## src/rtl/mem_ctrl_param.sv

```systemverilog
// Parametrised single-port synchronous RAM behind a four-phase en/ready handshake.
// Each accepted command takes WAIT_STATES extra cycles, and an illegal command raises error until en drops.
//   state  | meaning
//   IDLE   | waiting for en; a legal command is latched on accept
//   ACCESS | wait counter runs down; the array access happens at zero
//   DONE   | ready held until the requester drops en
//   FAULT  | error held until the requester drops en
module mem_ctrl_param #(
    parameter int DATA_WIDTH  = 8,
    parameter int ADDR_WIDTH  = 7,
    parameter int WAIT_STATES = 2
) (
    input  logic                  clk,
    input  logic                  reset,
    input  logic                  en,
    input  logic                  read,
    input  logic                  write,
    input  logic [ADDR_WIDTH-1:0] address,
    input  logic [DATA_WIDTH-1:0] input_data,
    output logic [DATA_WIDTH-1:0] output_data,
    output logic                  ready,
    output logic                  busy,
    output logic                  error
);

    localparam int DEPTH = 2 ** ADDR_WIDTH;
    localparam int CNT_W = (WAIT_STATES > 0) ? $clog2(WAIT_STATES + 1) : 1;
    localparam logic [CNT_W-1:0] CNT_LOAD = CNT_W'(WAIT_STATES);

    localparam logic [1:0] IDLE   = 2'd0;
    localparam logic [1:0] ACCESS = 2'd1;
    localparam logic [1:0] DONE   = 2'd2;
    localparam logic [1:0] FAULT  = 2'd3;

    logic [1:0]            state_q, state_d;
    logic [CNT_W-1:0]      cnt_q, cnt_d;
    logic                  wr_q, wr_d;
    logic [ADDR_WIDTH-1:0] addr_q, addr_d;
    logic [DATA_WIDTH-1:0] data_q, data_d;
    logic [DATA_WIDTH-1:0] rdata_q, rdata_d;
    logic                  ready_q, ready_d;
    logic                  error_q, error_d;

    logic [DATA_WIDTH-1:0] mem [DEPTH];
    logic                  fire;
    logic                  mem_we;

    always_comb begin
        state_d = state_q;
        cnt_d   = cnt_q;
        wr_d    = wr_q;
        addr_d  = addr_q;
        data_d  = data_q;
        rdata_d = rdata_q;
        ready_d = ready_q;
        error_d = error_q;
        fire    = 1'b0;

        case (state_q)
            IDLE: begin
                if (en) begin
                    if (read ^ write) begin
                        state_d = ACCESS;
                        cnt_d   = CNT_LOAD;
                        wr_d    = write;
                        addr_d  = address;
                        data_d  = input_data;
                    end else begin
                        state_d = FAULT;
                        error_d = 1'b1;
                    end
                end
            end
            ACCESS: begin
                // en is deliberately not looked at here: an accepted access always completes
                if (cnt_q != '0) begin
                    cnt_d = cnt_q - CNT_W'(1);
                end else begin
                    fire    = 1'b1;
                    state_d = DONE;
                    ready_d = 1'b1;
                end
            end
            DONE: begin
                if (!en) begin
                    state_d = IDLE;
                    ready_d = 1'b0;
                end
            end
            FAULT: begin
                if (!en) begin
                    state_d = IDLE;
                    error_d = 1'b0;
                end
            end
            default: begin
                state_d = IDLE;
                ready_d = 1'b0;
                error_d = 1'b0;
            end
        endcase

        mem_we = fire & wr_q;
        if (fire && !wr_q) begin
            rdata_d = mem[addr_q];
        end
    end

    always_ff @(posedge clk or posedge reset) begin
        if (reset) begin
            state_q <= IDLE;
            cnt_q   <= '0;
            wr_q    <= 1'b0;
            addr_q  <= '0;
            data_q  <= '0;
            rdata_q <= '0;
            ready_q <= 1'b0;
            error_q <= 1'b0;
        end else begin
            state_q <= state_d;
            cnt_q   <= cnt_d;
            wr_q    <= wr_d;
            addr_q  <= addr_d;
            data_q  <= data_d;
            rdata_q <= rdata_d;
            ready_q <= ready_d;
            error_q <= error_d;
        end
    end

    // Array contents survive reset; a reset mid-access leaves state in IDLE so no write fires.
    always_ff @(posedge clk) begin
        if (mem_we) begin
            mem[addr_q] <= data_q;
        end
    end

    assign output_data = rdata_q;
    assign ready       = ready_q;
    assign error       = error_q;
    assign busy        = (state_q != IDLE);

endmodule

```

## config.mk

```make
export PLATFORM = sky130hd
export DESIGN_NAME = mem_ctrl_param
export DESIGN_NICKNAME = d
export VERILOG_FILES = /design/src/rtl/mem_ctrl_param.sv
export SDC_FILE = /design/constraint.sdc
export NUM_CORES = 1
export LEC_CHECK = 0
export ABC_AREA = 1
export BUFFER_PORTS_ARGS = -buffer_cell sky130_fd_sc_hd__buf_2
export CAP_MARGIN = 30
export CORE_AREA = 2 2 387 389
export CTS_CLUSTER_SIZE = 30
export DETAILED_ROUTE_END_ITERATION = 10
export DIE_AREA = 0 0 389 391
export PLACE_DENSITY = 0.55
export SLEW_MARGIN = 10
export SYNTH_ARGS = -nofsm -noshare
export SYNTH_HDL_FRONTEND = slang
export SYNTH_SLANG_ARGS = --single-unit
```

## constraint.sdc

```tcl
create_clock -name clk -period 5.5 [get_ports clk]
set_input_delay 0.825 -clock clk [delete_from_list [all_inputs] [get_ports clk]]
set_output_delay 0.825 -clock clk [all_outputs]
set_load 0.1 [all_outputs]
```

==> flow_metrics.py <==
metrics = {
    "setup_path": {
        "rrSetupSlack_ps": 1470,
        "start_kind": "register",
        "r2r_cells": 5,
        "cp.required_ps": 5810,
        "endpoint_kind": "register",
        "worst-path-max-fanout": 61,
        "critPathKind": "reg -> reg",
        "crit_arrival_ps": 4350,
    },
    "final_layout": {
        "antenna_cells": 0,
        "postLayoutCellArea_um2": 49700,
        "utilization_pct": 33.4,
        "fill_cells": 14911,
        "drive_gt1_share_pct": 6.20,
        "mostFrequentLayoutCells": "nand2_1 (2396), edfxtp_1 (1024), nor2_1 (245)",
        "area_growth_pct": 12.5,
        "final_common_cell": "nand2_1",
        "fin_nets": 4208,
    },
    "pwr": {
        "powerDensity_nw_per_um2": 533,
        "p_comb_share_pct": 31.3,
        "p_switching_w": 0.0103,
        "intPower_w": 0.0162,
        "irDropWorstVdd_v": 0.000578,
        "seq_power_share_pct": 41.2,
        "p_sw_share_pct": 39.0,
        "p_clk_share_pct": 27.4,
        "p_leak_nw": 19.2,
    },
    "timing": {
        "fmax_mhz": 248,
        "timing.hold.ws_ps": 217,
        "rsz0062_at_grt": "false",
        "hold_viol": 0,
        "worst_pin_slew_ps": 1230,
        "fin_skew_ps": 29.5,
        "finalSetupViolCount": 0,
        "period_minus_slack_ps": 4030,
        "fin_setup_tns_ps": 0,
        "min_period_over_period_pct": 73.3,
        "drv_slew": 0,
        "slew_headroom_pct": 18.1,
    },
    "global_routing": {
        "grt-ovfl-total": 0,
        "antenna_found_initial": 2,
        "grt_max_degree": 207,
        "grt.total_usage_pct": 15.7,
        "grt_pass1_wl_um": 182000,
        "grt_pass1_vias": 28096,
    },
    "clock_network": {
        "htreeDepth": 3,
        "cts_tree": "built",
        "cts_made_buffers": 108,
        "path_clk_slew_ps": 60,
        "ctsResizeCount": 0,
        "cts_hold_buffers": 0,
        "cts_max_path_buffers": 3,
        "clk_latency_ps": 710,
        "cts_num_sinks": 1054,
        "cts_root_buf": "clkbuf_16",
        "postCtsSetupRepairBufs": 0,
    },
    "logic_synthesis": {
        "syn_area_um2": 44100,
        "netlist.area_leader.share_pct": 69.7,
        "synth_fp_nets": 4224,
        "avgSynthCellArea_um2": 10.5,
        "yosys_warnings": 0,
        "synth_area_leaders": "edfxtp_1 (70%), nand2_1 (20%), nor2_1 (2.1%), dfrtp_1 (1.7%), buf_2 (1.1%)",
        "yosysSeqAreaShare_pct": 71.4,
        "synth_cell_types": 30,
        "synth_seq_cells": 1054,
        "synth_top_area_cell": "edfxtp_1",
        "synth_cells": 4203,
    },
    "die": {
        "start_util_pct": 29.7,
        "std_cell_rows": 142,
        "die_y_um": 391,
        "die_area_um2": 152000,
        "io_pins": 31,
        "dieWidth_um": 389,
        "core_area_um2": 149000,
    },
    "worst_hold_path": {
        "hp-class": "in -> async",
    },
    "route": {
        "drtIter0Drc": 2916,
        "drc": 0,
        "ant_nets": 0,
        "wl_um": 121000,
        "wire_per_inst_um": 19.5,
        "dr.pass1.iters": 7,
        "dr_total_vias": 29022,
        "via_per_inst": 4.67,
    },
    "place": {
        "dp.final_hpwl_um": 68400,
        "place.gp.congestion": 0.849,
        "port-buffer-count": 30,
        "placed_area_um2": 46100,
    },
    "run": {
        "cap_violations": 0,
    },
    "status": {
        "status": "finished, final reports clean",
    },
}
## cell type report
type | instances | area, um2 | share of cell area [%]
Clock inverter | 62 | 616 | 1.24
Clock buffer | 133 | 2840 | 5.72
Sequential cell | 1054 | 31500 | 63.5
Tap cell | 1944 | 2430 | 4.90
Timing Repair Buffer | 81 | 666 | 1.34
Inverter | 35 | 158 | 0.317
Multi-Input combinational cell | 2907 | 11400 | 23.0
## through the flow
stage	instances	setup slack [ps]	total power [W]
finish	6216	1470	0.0265
global route	6216	1280	0.0278
CTS	6209	1470	0.0266
detailed placement	6014	1490	0.0194
global placement	6011	1270	0.0193
floorplan	4203	3260	0.0162
## kinds of logic (layout without fill, tap and decap cells)
logic type | after synthesis | after routing | share of synthesized area (%)
buffers and inverters | 242 | 311 | 2.80
DFF | 1054 | 1054 | 71.4
adders and majority gates | 1 | 1 | 0.0283
xor gates and xnor gates | 1 | 1 | 0.0199
muxes | 8 | 8 | 0.204
AOI/OAI and AO/OA | 198 | 198 | 2.30
and+or+nand+nor | 2699 | 2699 | 23.3
## power by group through the flow
stage                     registers, W  logic [W]  clock network [W]
final                           0.0109    0.00830            0.00727
after global routing            0.0110    0.00914            0.00766
after CTS                       0.0110    0.00823            0.00736
after detailed placement        0.0112    0.00820                  0
after global placement          0.0113    0.00808                  0
after floorplan                 0.0113    0.00492                  0
## worst max-delay path: stages (launching register included)
cell and delay [ps]:
dfrtp_4 1020, nand2_2 500, nor2_4 340, nand2_1 590
buf_4 440, nor2_1 710
## synth_stat cells
cell	n
inv_6	1
nor2_4	4
buf_4	36
nand2_2	2
o21ai_1	38
ha_1	1
nor2_2	6
o22ai_1	1
buf_1	27
a22oi_1	6
nand2_1	2397
nand3_1	18
o21ai_0	55
xnor2_1	1
a31oi_1	1
nand3b_1	3
o211ai_1	2
and2_1	2
nor2_1	248
dfrtp_1	30
a21oi_1	95
mux2_2	8
inv_1	31
edfxtp_1	1024
inv_2	3
or2_1	1
buf_6	9
nand4_1	18
clkbuf_1	38
buf_2	97
## state kept, by name (all words and copies together) (netlist names)
name and count:
addr_q 7, cnt_q 2, data_q 8, error 1
mem 1024, output_data 8, ready 1, state_q 2
wr_q 1
## worst paths after layout
| kind | from | end |
|---|---|---|
| max | addr_q[2] | mem[85][4] |
| max in group asynchronous | reset | addr_q[0] |
| min | reset | data_q[5] |
| min reg2reg | state_q[0] | error |
| max reg2reg | addr_q[2] | mem[85][4] |
| min in group clk | input_data[5] | data_q[5] |
## layer usage
layer / share of wire (%) / track usage [%] / vias to the layer above
met5: 0.011 / 0 / -
met4: 2.4 / 4.43 / 2
met1: 45 / 21.8 / 14163
met3: 6.1 / 2.26 / 180
li1: - / - / 13791
met2: 47 / 25.4 / 886
No activity file was read; power rests on OpenSTA's default activity.
